<file path="src/rtl/pmem_line_adapter.sv">
// Cache-line (256-bit) to 64-bit burst memory adapter; responder side of the arbiter pmem port.
// Optional critical-word-first ordering is enabled by defining PMEM_WRAP_BURST_EN.
module pmem_line_adapter #(
    parameter int BEAT_W = 64,
    parameter int BEATS  = 4
) (
    input  logic                      clk,
    input  logic                      rst_n,
    input  logic                      pmem_read,
    input  logic                      pmem_write,
    input  logic [31:0]               pmem_address,
    input  logic [BEAT_W*BEATS-1:0]   pmem_wdata,
    output logic                      pmem_resp,
    output logic [BEAT_W*BEATS-1:0]   pmem_rdata,
    output logic                      mem_read,
    output logic                      mem_write,
    output logic [31:0]               mem_address,
    output logic [BEAT_W-1:0]         mem_wdata,
    input  logic [BEAT_W-1:0]         mem_rdata,
    input  logic                      mem_resp
);

    localparam int IDX_W = $clog2(BEATS);
    localparam int OFF_W = $clog2(BEAT_W / 8);
    localparam int TAG_W = 32 - IDX_W - OFF_W;
    localparam int CNT_W = IDX_W + 1;
    localparam logic [CNT_W-1:0] LAST_CNT = CNT_W'(BEATS - 1);

    localparam logic [1:0] S_IDLE = 2'd0;
    localparam logic [1:0] S_RD   = 2'd1;
    localparam logic [1:0] S_WR   = 2'd2;
    localparam logic [1:0] S_DONE = 2'd3;

    logic [1:0]       state_q, state_d;
    logic [IDX_W-1:0] idx_q, idx_d;
    logic [CNT_W-1:0] cnt_q, cnt_d;
    logic [TAG_W-1:0] tag_q, tag_d;
    logic [IDX_W-1:0] start_idx;
    logic             start_wr;
    logic             rd_beat;
    logic             rd_last;
    logic             unused_addr_bits;

    logic [BEATS-1:0][BEAT_W-1:0] line_vec;
    logic [BEATS-1:0][BEAT_W-1:0] rdata_vec;

`ifdef PMEM_WRAP_BURST_EN
    assign start_idx = pmem_address[OFF_W +: IDX_W];
`else
    assign start_idx = '0;
`endif
    assign unused_addr_bits = ^pmem_address[OFF_W+IDX_W-1:0];

    assign start_wr = (state_q == S_IDLE) && pmem_write;
    assign rd_beat  = (state_q == S_RD) && mem_resp;
    assign rd_last  = rd_beat && (cnt_q == LAST_CNT);

    always_comb begin
        state_d = state_q;
        idx_d   = idx_q;
        cnt_d   = cnt_q;
        tag_d   = tag_q;
        case (state_q)
            S_IDLE: begin
                if (pmem_write || pmem_read) begin
                    tag_d   = pmem_address[31 -: TAG_W];
                    idx_d   = start_idx;
                    cnt_d   = '0;
                    state_d = pmem_write ? S_WR : S_RD;
                end
            end
            S_RD, S_WR: begin
                // idx wraps freely; only the separate beat count ends the burst
                if (mem_resp) begin
                    idx_d = idx_q + IDX_W'(1);
                    cnt_d = cnt_q + CNT_W'(1);
                    if (cnt_q == LAST_CNT) begin
                        state_d = S_DONE;
                    end
                end
            end
            default: state_d = S_IDLE;
        endcase
    end

    always_ff @(posedge clk) begin
        if (!rst_n) begin
            state_q <= S_IDLE;
            idx_q   <= '0;
            cnt_q   <= '0;
            tag_q   <= '0;
        end else begin
            state_q <= state_d;
            idx_q   <= idx_d;
            cnt_q   <= cnt_d;
            tag_q   <= tag_d;
        end
    end

    // One slot per beat: holds the write line, or assembles read beats before
    // the completed line is copied to the visible read register.
    generate
        for (genvar gi = 0; gi < BEATS; gi++) begin : g_slot
            logic [BEAT_W-1:0] line_q, line_d;
            logic [BEAT_W-1:0] rdata_q;
            logic              slot_hit;

            assign slot_hit = rd_beat && (idx_q == IDX_W'(gi));
            assign line_d   = start_wr ? pmem_wdata[gi*BEAT_W +: BEAT_W] :
                              slot_hit ? mem_rdata : line_q;

            always_ff @(posedge clk) begin
                if (!rst_n) begin
                    line_q  <= '0;
                    rdata_q <= '0;
                end else begin
                    line_q <= line_d;
                    if (rd_last) begin
                        rdata_q <= line_d;
                    end
                end
            end

            assign line_vec[gi]  = line_q;
            assign rdata_vec[gi] = rdata_q;
        end
    endgenerate

    assign mem_read    = (state_q == S_RD);
    assign mem_write   = (state_q == S_WR);
    assign pmem_resp   = (state_q == S_DONE);
    assign mem_address = {tag_q, idx_q, {OFF_W{1'b0}}};
    assign mem_wdata   = line_vec[idx_q];
    assign pmem_rdata  = rdata_vec;

endmodule
</file>
<file path="config.mk">
export PLATFORM = sky130hd
export DESIGN_NAME = pmem_line_adapter
export DESIGN_NICKNAME = d
export VERILOG_FILES = /design/src/rtl/pmem_line_adapter.sv
export SDC_FILE = /design/constraint.sdc
export NUM_CORES = 1
export LEC_CHECK = 0
export ABC_AREA = 1
export BUFFER_PORTS_ARGS = -buffer_cell sky130_fd_sc_hd__buf_2
export CAP_MARGIN = 15
export CORE_AREA = 5 5 275 277
export DETAILED_ROUTE_END_ITERATION = 12
export DIE_AREA = 0 0 280 282
export SETUP_SLACK_MARGIN = 0.15
export SYNTH_ARGS = -nofsm -noshare
export SYNTH_HDL_FRONTEND = slang
export SYNTH_SLANG_ARGS = --single-unit
</file>
<file path="constraint.sdc">
create_clock -name clk -period 3.9 [get_ports clk]
set_input_delay 0.78 -clock clk [delete_from_list [all_inputs] [get_ports clk]]
set_output_delay 0.78 -clock clk [all_outputs]
set_load 0.02 [all_outputs]
</file>
# Word level (Yosys, flattened, before mapping)
# Index checks and enable logic that the tools add are counted.
# totals
register_bits	546
in_bits	357
output_inout_bits	355
# classes
n_addsub	2
order_cmp	1
eq_ne	10
muxes	21
reduce_logical	15
# ops
operator	count
2-to-1 mux 64 bit	9
binary-select mux 64 bit (select 2 bit)	1
2-to-1 mux 2 bit	6
== test 2 bit (second input constant)	4
case mux 2 bit (2 select lines)	2
logical AND 1 bit	7
2-to-1 mux 3 bit	2
case mux 3 bit (2 select lines)	1
AND reduction 3 bit	2
== test 2 x 1 -> 1 bit (second input constant)	2
zero test 2 bit	2
!= test 2 bit (second input constant)	2
adder 3 x 1 -> 3 bit (second input constant)	1
== test 3 x 2 -> 1 bit (second input constant)	1
less-than comparator 2 x 3 -> 1 bit (second input constant)	1
adder 2 x 1 -> 2 bit (second input constant)	1
!= test 2 x 1 -> 1 bit (second input constant)	1
AND reduction 2 bit	1
nonzero test 2 bit	1
OR reduction 2 bit	1
logical OR 1 bit	1

# Logic depth before layout (Yosys ltp)
# Gate-level depths: netlist of run 1.
# logic_depth
depth_word	5
mapped_depth	12
depth_no_buf	8

# Least setup slack after synthesis of run 1
# OpenSTA, ideal clock, no wires.
# synth_timing
kind	register to output
start	register idx_q[0]
end	output port mem_wdata[42]
t_arrival_ns	1.497
required_time_ns	3.120
slack_ns	1.623
path_stages_with_launch	5
n_path_buf	2
cell_sequence	dfxtp_1 buf_2 clkbuf_1 a21oi_1 a21oi_1
# synth_between
elab_chain_cells	2
# synth_rtl
element	line_no	rtl
start: declaration	35	logic [IDX_W-1:0] idx_q, idx_d;
start signal: assignment	94	idx_q <= idx_d;
binary-select mux 64 bit (select 2 bit)	133	assign mem_wdata = line_vec[idx_q];
2-to-1 mux 64 bit (not written as such)	133	
end: declaration	18	output logic [BEAT_W-1:0] mem_wdata,
# Every way passes these cells. The select of a mux whose other input is x is not followed.

# Worst setup path after layout of run 1
# layout_timing
start	register idx_q[1]
end	output port mem_wdata[25]
# Same word-level chain as after synthesis.

==> results of run 1 <==
==> power by group through the flow <==
stage / Combinational [µW] / Sequential (µW) / Clock [µW]
after floorplan: 3780 / 6710 / 0
after global placement: 5900 / 6690 / 0
after detailed placement: 5940 / 6690 / 0
after CTS: 5960 / 6580 / 6050
after global routing: 6520 / 6650 / 6280
final: 6020 / 6590 / 5940
==> kinds of logic (layout without fill, tap and decap cells) <==
kind of cell / count (synthesis) / after routing / share of synthesized area, %
fa+ha+maj: 12 / 12 / 0.552
other cells: 1 / 14 / 0.0138
flops: 546 / 546 / 40.2
compound gates: 805 / 805 / 17.2
buf+inv: 921 / 1451 / 13.9
simple gates: 1683 / 1683 / 28.1
==> how the worst max path moves through the flow <==
stage	startpoint	to	cells after the start
floorplan	idx_q[0]	mem_wdata[42]	4
global placement	mem_resp	g_slot[0].rdata_q[60]	8
detailed placement	pmem_write	tag_q[0]	7
CTS	idx_q[1]	mem_wdata[25]	6
global route	idx_q[1]	mem_wdata[23]	6
finish	idx_q[1]	mem_wdata[25]	6
==> Yosys cell counts <==
library cell,instances
nand2_1,844
inv_1,586
dfxtp_1,546
nand3_1,515
a21oi_1,455
nand4_1,261
o21a_1,256
buf_2,193
clkbuf_1,104
o21ai_0,93
nor2_1,57
buf_4,24
ha_1,12
buf_1,10
inv_2,3
nand3_2,2
nand3_4,2
a21oi_4,1
clkinv_1,1
conb_1,1
nor2_2,1
or2_2,1
==> routing by layer <==
| metal | track usage, % | vias to the layer above | part of all wire, % |
|---|---|---|---|
| li1 | - | 14000 | - |
| met1 | 35.2 | 13600 | 41 |
| met2 | 41.9 | 1380 | 46 |
| met3 | 5.16 | 252 | 9.1 |
| met4 | 9.77 | 6 | 3.7 |
| met5 | 0 | - | 0.030 |
==> worst max-delay path: stages, from the launching register on <==
cell	delay [ns]
dfxtp_1	0.41
inv_4	0.14
buf_12	0.49
o21ai_0	0.22
a21oi_1	0.27
a21oi_1	0.07
buf_2	0.17
==> registers in the layout, indices dropped and copies added, names as in the netlist <==
name / flops
cnt_q: 3
tag_q: 27
g_slot.line_q: 256
idx_q: 2
g_slot.rdata_q: 256
state_q: 2
==> final cells by class <==
cell class,count,area share [%]
antenna,11,0.0829
clock buffer,98,5.62
multi-input combinational,2503,37.9
inverter,590,6.76
tap,959,3.61
timing repair buffer,749,12.6
sequential,546,32.9
clock inverter,14,0.524
==> through the flow <==
stage | total power (µW) | instance area (µm²)
global route | 19400 | 33200
global placement | 12600 | 31100
floorplan | 10500 | 27200
detailed placement | 12600 | 31100
finish | 18500 | 33200
CTS | 18600 | 33200
==> flow_summary.toml, run 1 <==
[status]
run_status = "completed"

[die]
std_cell_rows = 99
design.portCount = 712
die_w_um = 280
total_die_area_um2 = 79000
die_h_um = 282
floorplan.core_area_um2 = 72600
starting_density_of_the_core_pct = 37.5

[sta]
timing.max_slew.rel_slack_pct = 22.9
final.period_utilization_pct = 86.3
top_achievable_clock_speed_mhz = 297
skew_ns = 0.0224
setup-violations-final = 0
setup_repair_after_global_routing_missed_its_margin = "no"
tightestPinTransition_ns = 1.16
finalHoldViolations = 0
timing.hold.ws_ns = 0.372
finalWorstPathRequiredPeriod_ns = 3.37
timing.final.ws_setup_ns = 0.534
final-max-slew-violation-count = 0
tns_ns = 0

[power_and_ir_drop]
total_leakage_power_uw = 0.0170
switching_share_of_power_pct = 39.1
cell_internal_pwr_uw = 11300
vdd_ir_drop_max_mv = 0.383
pwr-share-clk_pct = 32.0
seqPwrFrac_pct = 35.5
p_comb_share_pct = 32.5
p_per_area_nw_per_um2 = 558
switching_power_uw = 7250

[global_route]
grt_start_max_net_pins = 157
wire_length_of_the_first_global_routing_pass_mm = 164
antenna_found_initial = 12
grt_pass1_vias = 27400
grt.overflow.total = 0
track_usage_pct = 26.2

[setup_path]
worstRegToRegCells = 7
cp_data_arrival_time_ns = 2.59
regToRegStartpoint = "idx_q[0]"
worst-setup-path-type = "register to primary output"
endpoint_kind = "primary output"
start_kind = "register"
setup_slack_reg_to_reg_ns = 1.29
crit_fanout = 128
worstReg2RegEnd = "g_slot[1].rdata_q[55]"
cp.required_ns = 3.12

[placement]
place.detailed.instances = 5347
buffer_ports.inserted = 703
gp_congestion = 0.929
post-dp-hpwl_mm = 70.6
post-place-ws_ns = 1.20

[drt]
drt_pass1_iterations = 5
ant_nets = 0
drt_drc_violations_left = 0
routed_via_density = 5.34
routed-via-count = 29200
initialDrtViolationCount = 2625
routed_wirelength_mm = 111
wl_per_cell_um = 20.2

[clock_network]
number_of_buffers_created_by_cts = 61
cts-root-to-sink-buffers = 3
postCtsResizedCells = 0
post_cts.repair.setup_buffers = 0
clock_sink_count = 546
cts_tree = "yes"
root_buffer = "clkbuf_16"
clock_tree.htree_level_count = 2
insertion_delay_ns = 0.63
ctsHoldBuffers = 0
clk_pin_slew_worst_paths_ns = 0.06

[worst_hold_path]
hold_path_startpoint = "pmem_address[16]"
worst_hold_path.num_cells = 3
min_path_type = "input port to register"
worstHoldEndpoint = "tag_q[11]"

[final_layout]
finalNonFillerCells = 5470
fillers = 7559
layout-area-overhead-vs-synth_pct = 22.1
multi_input_area_um2 = 12600
finish.utilization_pct = 45.8
final_layout_size_suffix_gt1_share_pct = 19.2
layout.cells.most_common = "nand2_1"
layout.cells.most_common_list = "nand2_1 (843), buf_2 (701), inv_1 (584)"
area.sequential_um2 = 10900
nNetsFinal = 4820

[synth]
synth-warning-count = 0
synth_top_area_cell = "dfxtp_1"
synth_largest_type_area_fraction_pct = 40.2
synthDistinctLibCells = 22
avgSynthCellArea_um2 = 6.86
synth_seq_area_share_pct = 40.2
syn-instance-count = 3968
yosys_register_bits = 546
synthesis.area_um2 = 27200
synth_area_leaders = "dfxtp_1 (40%), nand2_1 (12%), nand3_1 (9.5%), a21oi_1 (8.4%), inv_1 (8.1%)"

[flow_run]
max_cap_violations = 0
(Power assumes the default switching activity.)
==> inputs of run 2 (changes only) <==
--- a/config.mk
+++ b/config.mk
@@ -12,4 +12,5 @@
 export DETAILED_ROUTE_END_ITERATION = 12
 export DIE_AREA = 0 0 280 282
+export PLACE_DENSITY = 0.71
 export SETUP_SLACK_MARGIN = 0.15
 export SYNTH_ARGS = -nofsm -noshare
==> constraint.sdc (replaced) <==
create_clock -name clk -period 3.9 [get_ports clk]
set_input_delay 0.195 -clock clk [delete_from_list [all_inputs] [get_ports clk]]
set_output_delay 0.195 -clock clk [all_outputs]
set_load 0.02 [all_outputs]
==> run 2 against run 1 <==
Non-clock buffer count increased by 319; clock power decreased by 0.7%; largest cell class unchanged; sequential share of layout area shrank 2.8 points.
==> flow_summary.toml, run 2 (same netlist as run 1, synthesis figures left out) <==
[sta]
skew_ns = 0.0255
setup-violations-final = 0
final.period_utilization_pct = 79.7
tns_ns = 0
timing.max_slew.rel_slack_pct = 20.4
tightestPinTransition_ns = 1.19
final-max-slew-violation-count = 0
finalWorstPathRequiredPeriod_ns = 3.11
setup_repair_after_global_routing_missed_its_margin = "no"
top_achievable_clock_speed_mhz = 322
finalHoldViolations = 0

[clock_network]
root_buffer = "clkbuf_16"
clk_pin_slew_worst_paths_ns = 0.07
clock_tree.htree_level_count = 2
insertion_delay_ns = 0.62
cts_tree = "yes"
number_of_buffers_created_by_cts = 61
cts-root-to-sink-buffers = 3
postCtsResizedCells = 0
clock_sink_count = 546

[setup_path]
crit_fanout = 60
cp_data_arrival_time_ns = 3.68
slowest_delay_ns = 0.61
cpMostUsedCell = "buf_4"
timing.critical_path.cells = "inv_1, ha_4, buf_4, nand3_4, buf_4, nand2_1, nand3_1, a21oi_1, dlygate4sd3_1"
worst-setup-path-type = "register to register"
endpoint_kind = "register"
critical_path.slowest_cell = "buf_4"
cp.required_ns = 4.48
start_kind = "register"

[die]
design.portCount = 712
starting_density_of_the_core_pct = 37.5
std_cell_rows = 99
floorplan.core_area_um2 = 72600
total_die_area_um2 = 79000
die_w_um = 280
die_h_um = 282

[global_route]
antenna_found_initial = 12
grt_pass1_vias = 30100
grt_start_max_net_pins = 147
track_usage_pct = 26.7
wire_length_of_the_first_global_routing_pass_mm = 170
grt.overflow.total = 0

[final_layout]
layout.cells.most_common = "nand2_1"
layout-area-overhead-vs-synth_pct = 33.3
nNetsFinal = 5139
top_regs = "g_slot.line_q x256, g_slot.rdata_q x256, tag_q x27"
finalNonFillerCells = 5782
final_layout_size_suffix_gt1_share_pct = 17.9
layout.cells.most_common_list = "nand2_1 (843), buf_2 (701), inv_1 (584)"

[power_and_ir_drop]
pwr-share-clk_pct = 31.3
seqPwrFrac_pct = 34.8
vdd_ir_drop_max_mv = 0.449
cell_internal_pwr_uw = 11500
switching_power_uw = 7300
switching_share_of_power_pct = 38.7
p_per_area_nw_per_um2 = 519
p_comb_share_pct = 33.9
total_leakage_power_uw = 0.0183

[drt]
routed_via_density = 5.46
initialDrtViolationCount = 3142
routed-via-count = 31500
drt_drc_violations_left = 0
wl_per_cell_um = 19.5
routed_wirelength_mm = 113
drt_pass1_iterations = 6
ant_nets = 0

[placement]
gp_congestion = 0.946
post-dp-hpwl_mm = 68.9
buffer_ports.inserted = 703
place.detailed.instances = 5349

[worst_hold_path]
min_path_type = "input port to register"

[flow_run]
max_cap_violations = 0

[status]
run_status = "completed"
-- run 2: through the flow --
| stage | hold slack, ns | utilization [%] | total power (µW) | cell area [µm²] | worst slack [ns] |
|---|---|---|---|---|---|
| floorplan | 0.330 | - | 10500 | 27200 | 1.75 |
| global placement | 0.414 | 42.8 | 12500 | 31100 | 1.40 |
| detailed placement | 0.424 | 42.8 | 12500 | 31100 | 1.34 |
| CTS | 0.00148 | 50.0 | 18700 | 36300 | 0.898 |
| global route | 0.0423 | 50.0 | 19700 | 36300 | 0.669 |
| finish | 0.0393 | 50.0 | 18900 | 36300 | 0.793 |
-- run 2: repair_timing --
action / in CTS / in global routing
endpoints found under the hold margin: 540 / 0
hold buffers: 317 / 0
buffers inserted: 0 / 0
-- run 2: area by class of cell --
type                       instances  area (µm²)
antenna                            7        17.5
multi-input combinational       2503       12600
clock inverter                    20         248
timing repair buffer            1068        7280
sequential                       546       10900
tap                              959        1200
inverter                         590        2240
fill                            6899       36300
clock buffer                      89        1770
-- run 2: path summary, 6_finish.rpt --
kind	startpoint	endpoint	slack, ns	depth (start not counted)
min reg2reg	cnt_q[1]	cnt_q[1]	0.48	2
max reg2reg	state_q[1]	g_slot[2].line_q[48]	0.79	9
max	state_q[1]	g_slot[2].line_q[48]	0.79	9
min	mem_rdata[33]	g_slot[2].line_q[33]	0.04	5
-- run 2: critical path: cells and delay by family (launching register included) --
family / cells / cell delay [ns]
AO/OA/AOI/OAI: 1 / 0.20
adder cells (fa/ha/maj): 1 / 0.27
AND/OR/NAND/NOR: 3 / 0.51
buffers and inverters: 4 / 1.68
flip-flops: 1 / 0.35
-- run 2: metal layers --
layer / GRT usage (%) / vias up / wire [µm]
met2: 42.5 / 2028 / 50700
met4: 14.9 / 6 / 7260
met1: 33.3 / 14400 / 42800
met3: 6.47 / 486 / 12100
met5: 0 / - / 27
li1: - / 14600 / -
-- run 2: power groups by stage --
stage                     clock network (µW)  registers (µW)  logic (µW)
after floorplan                            0            6710        3780
after global placement                     0            6640        5840
after detailed placement                   0            6660        5880
after CTS                               5990            6540        6210
after global routing                    6210            6630        6860
final                                   5900            6560        6390
